File: src/rtl/uart_io_master.sv
// UART-driven initiator for the j1 I/O bus: host frames become
// io_wr/io_rd strobes, results go back through the transmitter.
module uart_io_master #(
  parameter int unsigned READ_LAT = 1,
  parameter logic [15:0] TIMEOUT  = 16'd50000
) (
  input  logic        clk,
  input  logic        resetq,
  input  logic        rx_valid,
  input  logic [7:0]  rx_data,
  output logic        rx_rd,
  input  logic        tx_busy,
  output logic        tx_wr,
  output logic [7:0]  tx_data,
  output logic        io_wr,
  output logic        io_rd,
  output logic [15:0] mem_addr,
  output logic [15:0] dout,
  input  logic [15:0] io_din,
  output logic        active
);

  typedef enum logic [3:0] {
    S_IDLE,
    S_CMD,
    S_GET,
    S_EXEC_W,
    S_EXEC_R,
    S_WAIT_R,
    S_SEND_HI,
    S_SEND_LO,
    S_ACK
  } state_t;

  localparam logic [7:0] OP_W    = 8'h57;
  localparam logic [7:0] OP_R    = 8'h52;
  localparam logic [7:0] ACK_B   = 8'h4B;
  localparam logic [7:0] LAT_MAX = 8'(READ_LAT - 1);

  state_t      state_q, state_d;
  logic        op_w_q, op_w_d;
  logic [1:0]  cnt_q, cnt_d;
  logic [15:0] to_q, to_d;
  logic [7:0]  lat_q, lat_d;
  logic        rx_guard_q, rx_guard_d;
  logic        tx_guard_q, tx_guard_d;
  logic [7:0]  rd_lo_q, rd_lo_d;
  logic [7:0]  tx_data_q, tx_data_d;
  logic [15:0] mem_addr_q, mem_addr_d;
  logic [15:0] dout_q, dout_d;
  logic        io_wr_q, io_wr_d;
  logic        io_rd_q, io_rd_d;
  logic        active_q, active_d;
  logic        rx_take, tx_give, tx_state;

  // Guards come out of reset set so no strobe fires right after release.
  always_comb begin
    tx_state = (state_q == S_ACK) || (state_q == S_SEND_HI)
            || (state_q == S_SEND_LO);
    rx_take  = rx_valid && !rx_guard_q
            && ((state_q == S_IDLE) || (state_q == S_GET));
    tx_give  = tx_state && !tx_busy && !tx_guard_q;
  end

  always_comb begin
    state_d    = state_q;
    op_w_d     = op_w_q;
    cnt_d      = cnt_q;
    to_d       = '0;
    lat_d      = lat_q;
    rx_guard_d = rx_take;
    tx_guard_d = tx_give;
    rd_lo_d    = rd_lo_q;
    tx_data_d  = tx_data_q;
    mem_addr_d = mem_addr_q;
    dout_d     = dout_q;
    io_wr_d    = 1'b0;
    io_rd_d    = 1'b0;
    case (state_q)
      S_IDLE: begin
        if (rx_take && (rx_data == OP_W || rx_data == OP_R)) begin
          state_d = S_CMD;
          op_w_d  = (rx_data == OP_W);
        end
      end
      S_CMD: begin
        state_d = S_GET;
        cnt_d   = '0;
      end
      S_GET: begin
        if (rx_take) begin
          cnt_d = cnt_q + 2'd1;
          case (cnt_q)
            2'd0:    mem_addr_d[15:8] = rx_data;
            2'd1:    mem_addr_d[7:0]  = rx_data;
            2'd2:    dout_d[15:8]     = rx_data;
            default: dout_d[7:0]      = rx_data;
          endcase
          if (op_w_q && cnt_q == 2'd3) begin
            state_d = S_EXEC_W;
            io_wr_d = 1'b1;
          end else if (!op_w_q && cnt_q == 2'd1) begin
            state_d = S_EXEC_R;
            io_rd_d = 1'b1;
          end
        end else if (to_q == TIMEOUT - 16'd1) begin
          state_d = S_IDLE;
        end else begin
          to_d = to_q + 16'd1;
        end
      end
      S_EXEC_W: begin
        state_d   = S_ACK;
        tx_data_d = ACK_B;
      end
      S_EXEC_R: begin
        state_d = S_WAIT_R;
        lat_d   = '0;
      end
      S_WAIT_R: begin
        if (lat_q == LAT_MAX) begin
          state_d   = S_SEND_HI;
          rd_lo_d   = io_din[7:0];
          tx_data_d = io_din[15:8];
        end else begin
          lat_d = lat_q + 8'd1;
        end
      end
      S_SEND_HI: begin
        if (tx_give) begin
          state_d   = S_SEND_LO;
          tx_data_d = rd_lo_q;
        end
      end
      S_SEND_LO,
      S_ACK: begin
        if (tx_give) state_d = S_IDLE;
      end
      default: state_d = S_IDLE;
    endcase
    active_d = (state_d != S_IDLE);
  end

  always_ff @(posedge clk or negedge resetq) begin
    if (!resetq) begin
      state_q    <= S_IDLE;
      op_w_q     <= 1'b0;
      cnt_q      <= '0;
      to_q       <= '0;
      lat_q      <= '0;
      rx_guard_q <= 1'b1;
      tx_guard_q <= 1'b1;
      rd_lo_q    <= '0;
      tx_data_q  <= '0;
      mem_addr_q <= '0;
      dout_q     <= '0;
      io_wr_q    <= 1'b0;
      io_rd_q    <= 1'b0;
      active_q   <= 1'b0;
    end else begin
      state_q    <= state_d;
      op_w_q     <= op_w_d;
      cnt_q      <= cnt_d;
      to_q       <= to_d;
      lat_q      <= lat_d;
      rx_guard_q <= rx_guard_d;
      tx_guard_q <= tx_guard_d;
      rd_lo_q    <= rd_lo_d;
      tx_data_q  <= tx_data_d;
      mem_addr_q <= mem_addr_d;
      dout_q     <= dout_d;
      io_wr_q    <= io_wr_d;
      io_rd_q    <= io_rd_d;
      active_q   <= active_d;
    end
  end

  assign rx_rd    = rx_take;
  assign tx_wr    = tx_give;
  assign tx_data  = tx_data_q;
  assign io_wr    = io_wr_q;
  assign io_rd    = io_rd_q;
  assign mem_addr = mem_addr_q;
  assign dout     = dout_q;
  assign active   = active_q;

endmodule

File: config.mk
export PLATFORM = sky130hd
export DESIGN_NAME = uart_io_master
export DESIGN_NICKNAME = d
export VERILOG_FILES = /design/src/rtl/uart_io_master.sv
export SDC_FILE = /design/constraint.sdc
export NUM_CORES = 1
export LEC_CHECK = 0
export BUFFER_PORTS_ARGS = -buffer_cell sky130_fd_sc_hd__clkbuf_2
export CORE_ASPECT_RATIO = 0.5
export CORE_MARGIN = 2
export CORE_UTILIZATION = 50
export CTS_CLUSTER_DIAMETER = 150
export DETAILED_ROUTE_END_ITERATION = 12
export GPL_ROUTABILITY_DRIVEN = 0
export PLACE_DENSITY = 0.83
export SKIP_CTS_REPAIR_TIMING = 1
export SYNTH_ARGS = -nofsm -noshare
export SYNTH_HDL_FRONTEND = slang
export SYNTH_SLANG_ARGS = --single-unit
File: constraint.sdc
create_clock -name clk -period 1.9 [get_ports clk]
set_clock_uncertainty 0.15 [all_clocks]
set_input_delay 0.095 -clock clk [delete_from_list [all_inputs] [get_ports clk]]
set_output_delay 0.095 -clock clk [all_outputs]
set_load 0.01 [all_outputs]
==> qor.yml, run 1 <==
cellPowerDensity_mw_per_mm2: 1000
drive_gt1_share_pct: 47.8
ys.flop_type: "dfrtp_1"
htree_levels: 3
core.rowCount: 22
dp.cells: 535
p_clk_share_pct: 29.8
core_mm2: 0.00743
endpoint_kind: "flop"
die_y_um: 66.4
synth.avg_cell_area_um2: 11.9
synth-seq-cells: 84
synth_xor_area_share_pct: 3.83
overflow: 0
grt_max_degree: 39
wl_met3_um: 329
critPathKind: "flop to flop"
period_needed_ps: 2000
clk_latency_ps: 340
diodes: 0
numCtsBuffers: 9
clkTransAtPathRegs_ps: 60
cp.required_ps: 1950
m1WireLength_mm: 4.14
netSwitchingFraction_pct: 29.6
hold_viol: 3
via_per_inst: 5.22
power.share.combinational_pct: 26.6
yosys.area_share.simple_pct: 15.1
synth_top_family_by_area: "simple AND/OR/NAND/NOR gates"
critPathSlowestCell: "or4_1"
routed_wl_mm: 8.87
status: "complete, but fails checks"
design_area_mm2: 0.00537
seqPwrFrac_pct: 43.6
die_area_mm2: 0.00854
synth-seq-area-share_pct: 54.1
drc: 0
hold_slack_ps: -8.89
clock-sinks: 84
violations: "negative hold slack, negative setup slack"
synth_mux_area_share_pct: 14.7
drt-pass1-iter-count: 4
die_w_um: 129
start_kind: "flop"
setup_tns_ps: -772
ant_nets: 0
wl_per_cell_um: 15.4
drv_slew: 0
pin_count: 73
fmax_mhz: 501
synth_compound_area_share_pct: 7.66
p_leak_nw: 2.65
tightest_slew_ps: 429
cts_tree: "built"
setup-violations-final: 9
syn_nets: 361
dp_hpwl_mm: 6.10
vdd.ir_drop.worst_mv: 0.744
top_layer: "met4"
cp_cell_sequence: "nor4_2, and3_4, a21o_2, o221ai_1, or4_1"
preCtsSetupSlack_ps: -140
synth_warnings: 0
final_cells: 575
syn2layout_area_growth_pct: 38.0
place_area_mm2: 0.00473
track_usage_pct: 20.9
cts_buffer_depth: 2
rsz0062_at_grt: "yes"
cts_root_buf: "clkbuf_16"
grt_pass1_vias: 2897
relSlewSlack_pct: 71.4
arrival_ps: 2040
p_switching_mw: 1.59
portBuffers: 72
crit_path_max_fanout: 4
initial_core_util_pct: 52.3
synth-edff-count: 0
synthArstFlopShare_pct: 100
antenna_found_initial: 0
yosys.cell_types.count: 54
drtIter0Drc: 131
hold_path.class: "input port to flop"
internal_power_mw: 3.78
nets: 509
grt_pass1_wl_mm: 13.5
detailroute.via_count: 3002
synthAdderAreaFrac_pct: 2.25
fin_crit_sh_pct: 105
cap_violations: 0
syn_inst: 326
synthesis.area_mm2: 0.00389
wl_met2_mm: 4.32
setup_ws_ps: -95.9
cpPeakStageDelay_ps: 550
final timing paths:
path / startpoint / endpoint / slack, ps / cells after the start
worst max register to register: lat_q[4] / active / -100 / 5
max in group asynchronous: resetq / tx_guard_q / 880 / 3
worst min register to register: to_q[0] / to_q[0] / 310 / 1
worst min-delay path: io_din[8] / tx_data[0] / -9 / 4
worst max-delay path: lat_q[4] / active / -100 / 5
min in group asynchronous: resetq / dout[13] / 90 / 2
cells in the final DEF (no fill, tap or decap), types with 2 or more instances in the layout:
cell           netlist  routed
nand2b_1             4       3
or2_2                2       2
a21o_2               2       2
and2_1               3       3
nor4_1               5       3
clkbuf_16            0       9
nand4_1              5       5
inv_1                7       6
dlygate4sd3_1        0      20
or3_1                3       3
nor2b_4              1       2
mux2_4               8       8
nor2_4               0       2
mux2_2              40      40
clkinvlp_4           0       2
buf_4                0      51
nor2b_1              3       2
o22ai_1              3       3
nor2_1              32      29
o21ai_0              6       5
buf_6                2       6
dfrtp_1             82      80
nand3_1             11      11
a22oi_1              4       4
a22o_1               5       5
a21oi_1              9       8
a21oi_2              1       2
dfstp_2              2       2
ha_1                 7       6
clkinv_2             0       3
dfrtp_2              0       2
nor3_1               3       3
xor2_1              11      11
nand2_1             16      16
nand2_4              0       4
clkbuf_2             0      70
xnor2_1              6       6
and3_1               5       4
final cells by class:
| type | count | area (um^2) |
|---|---|---|
| multi-input cells | 223 | 1810 |
| repair buffers | 149 | 1030 |
| fillers | 528 | 2060 |
| well taps | 96 | 120 |
| flip-flops and latches | 84 | 2110 |
| clock buffers | 10 | 239 |
| clock inverters | 6 | 38.8 |
| inverters | 7 | 26.3 |
Yosys cell counts, types with 4 or more instances:
| master | instances | share of area (%) |
|---|---|---|
| a22o_1 | 5 | 1.1 |
| dfrtp_1 | 82 | 53 |
| xnor2_1 | 6 | 1.4 |
| inv_1 | 7 | 0.68 |
| mux2_4 | 8 | 3.1 |
| nand3_1 | 11 | 1.4 |
| xor2_1 | 11 | 2.5 |
| a21oi_1 | 9 | 1.2 |
| nand2_1 | 16 | 1.5 |
| nand4_1 | 5 | 0.80 |
| buf_2 | 5 | 0.64 |
| and3_1 | 5 | 0.80 |
| ha_1 | 7 | 2.3 |
| clkbuf_1 | 4 | 0.39 |
| nor2_1 | 32 | 3.1 |
| nand2_2 | 5 | 0.80 |
| nor4_1 | 5 | 0.80 |
| mux2_2 | 40 | 12 |
| o21ai_0 | 6 | 0.77 |
| nand2b_1 | 4 | 0.64 |
| a22oi_1 | 4 | 0.77 |
cell families after synthesis:
logic type               count (synthesis)
AND/OR/NAND/NOR                        110
flip-flops                              84
multiplexers                            48
AO/OA/AOI/OAI                           41
buffers and inverters                   19
XOR/XNOR                                17
adder cells (fa/ha/maj)                  7
flip-flops by register name, summed over array words and instances, names as in the netlist:
register,flops
active,1
cnt_q,2
dout,16
io_rd,1
io_wr,1
lat_q,8
mem_addr,16
op_w_q,1
rd_lo_q,8
rx_guard_q,1
state_q,4
to_q,16
tx_data,8
tx_guard_q,1
per-layer routing:
layer	vias to the layer above	track usage [%]
li1	1456	-
met4	0	6.66
met3	8	5.83
met5	-	0
met2	61	34.3
met1	1477	27.2
metrics by stage:
| stage | power (mW) | utilization [%] | hold WS (ps) |
|---|---|---|---|
| finish | 5.37 | 72.2 | -8.89 |
| global route | 5.65 | 72.2 | 3.07 |
| CTS | 5.31 | 67.3 | -445 |
| detailed placement | 3.69 | 63.6 | -82.3 |
| global placement | 3.63 | 63.6 | -83.4 |
| floorplan | 3.05 | - | -351 |
critical path, delay by kind of cell (launching register included):
kind	cells	cell delay, ps
compound gates	2	260
flops	1	390
simple gates	3	1060
power groups by stage:
stage | logic [mW] | clock network, mW | registers, mW
final | 1.43 | 1.60 | 2.34
after detailed placement | 1.33 | 0 | 2.37
after global placement | 1.28 | 0 | 2.35
after CTS | 1.33 | 1.64 | 2.34
after floorplan | 0.559 | 0 | 2.49
after global routing | 1.55 | 1.72 | 2.38
Power figures use the tool's default switching activity.
==> inputs of run 2 (changes only) <==
- RECOVER_POWER: not set -> 50
- SLEW_MARGIN: not set -> 30
==> run 2 against run 1 <==
Net effect:
- wire length fell by 0.16%
- sequential share of layout area up 0.14 points
- die area unchanged
- worst hold slack barely moved
- utilization is 0.25 points lower
- critical endpoint unchanged
- combinational power about the same
- count of clock-buffer cells in the layout unchanged
- global-route usage stayed put
- the flow still finishes with violations (negative hold slack, negative setup slack)
- clock power about the same
==> qor.yml, run 2 (synthesis results as in run 1) <==
status: "complete, but fails checks"
violations: "negative hold slack, negative setup slack"
rsz0062_at_grt: "yes"
relSlewSlack_pct: 47.3  # -24 points
grt_max_degree: 39  # unchanged
die_y_um: 66.4  # unchanged
setup_ws_ps: -95.9  # -0.00130 ps
dp_hpwl_mm: 6.10  # unchanged
core_mm2: 0.00743  # unchanged
period_needed_ps: 2000  # +0.00130 ps
dp.cells: 535  # unchanged
ant_nets: 0  # unchanged
nets: 509  # unchanged
fillers: 532  # +0.76%
fin_crit_sh_pct: 105  # about the same
cts_root_buf: "clkbuf_16"
critPathKind: "flop to flop"
final_common_cell: "dfrtp_1"
power_mw: 5.37  # about the same
design_area_mm2: 0.00535  # -0.35%
drive_gt1_share_pct: 47.6  # -0.21 points
final_cells: 575  # unchanged
tightest_slew_ps: 791  # +362 ps
diodes: 0  # unchanged
track_usage_pct: 20.9  # unchanged
drv_slew: 0  # unchanged
routed_wl_mm: 8.86  # -0.16%
hold_viol: 3  # unchanged
mostFrequentLayoutCells: "dfrtp_1, clkbuf_2, buf_4, mux2_2, nor2_1"
clk_latency_ps: 340  # about the same
portBuffers: 72  # unchanged
htree_levels: 3  # unchanged
cp.required_ps: 1950  # about the same
worstHoldStart: "io_din[8]"
grt_pass1_vias: 2897  # unchanged
initial_core_util_pct: 52.3  # unchanged
r2r_start: "lat_q[4]"
setup-violations-final: 9  # unchanged
vdd.ir_drop.worst_mv: 0.744  # about the same
overflow: 0  # unchanged
cellPowerDensity_mw_per_mm2: 1000  # +0.26%
detailroute.via_count: 3011  # +0.30%
drt-pass1-iter-count: 5  # +1
fmax_mhz: 501  # unchanged
syn2layout_area_growth_pct: 37.5
place_area_mm2: 0.00473  # unchanged
hold_path.class: "input port to flop"
core.rowCount: 22  # unchanged
final_core_util_pct: 72.0  # -0.25 points
drc: 0  # unchanged
crit_path_max_fanout: 4  # unchanged
cts_buffer_depth: 2  # unchanged
wl_per_cell_um: 15.4  # -0.16%
cts_tree: "built"
cap_violations: 0  # unchanged
die_w_um: 129  # unchanged
crit_path_start: "lat_q[4]"
pin_count: 73  # unchanged
clock-sinks: 84  # unchanged
grt_pass1_wl_mm: 13.5  # unchanged
p_leak_nw: 2.64  # -0.36%
hold_slack_ps: -8.99  # -0.0959 ps
endpoint_kind: "flop"
die_area_mm2: 0.00854  # unchanged
antenna_found_initial: 0  # unchanged
drtIter0Drc: 147  # +12%
arrival_ps: 2040  # about the same
via_per_inst: 5.24  # +0.30%
clkTransAtPathRegs_ps: 60  # about the same
start_kind: "flop"
numCtsBuffers: 9  # unchanged
## run 2: final cells by class
class                           instances  area (um^2)  share of cell area, %
Clock buffer                           10          239                   4.47
Tap cell                               96          120                   2.25
Multi-Input combinational cell        223         1810                   33.9
Clock inverter                          6         38.8                  0.725
Sequential cell                        84         2110                   39.4
Inverter                                7         26.3                  0.491
Timing Repair Buffer                  149         1010                   18.8
## run 2: worst max-delay path: stages (launching register included)
cell and delay (ps):
dfrtp_1 390, nor4_2 260, and3_4 250, a21o_2 140, o221ai_1 120, or4_1 550
## run 2: through the flow
stage	setup slack, ps	hold slack, ps	setup TNS, ps
global route	-251	3.07	-1570
global placement	-100	-83.4	-883
finish	-95.9	-8.99	-772
CTS	-164	-445	-3130
floorplan	-97.6	-351	-1440
detailed placement	-140	-82.3	-1880
## run 2: worst paths after layout
kind	slack [ps]	cells after the start	end
worst max-delay path	-100	5	active
worst min-delay path	-9	4	tx_data[0]
worst max register to register	-100	5	active
worst min register to register	310	1	to_q[0]
max in group asynchronous	260	3	state_q[3]
min in group asynchronous	230	2	dout[13]
## run 2: where the power goes
part / switching [mW] / total, mW / internal [mW]
Sequential: 0.200 / 2.34 / 2.14
Combinational: 0.704 / 1.42 / 0.720
Clock: 0.684 / 1.60 / 0.917
Total: 1.59 / 5.37 / 3.78
## run 2: layer usage
metal	share of wire, %	up-vias	wire length (um)	GRT usage, %
met5	0	-	0	0
met3	3.7	8	325	5.83
met2	49	61	4320	34.3
met4	0.95	0	84	6.66
met1	47	1487	4130	27.2
li1	-	1455	-	-
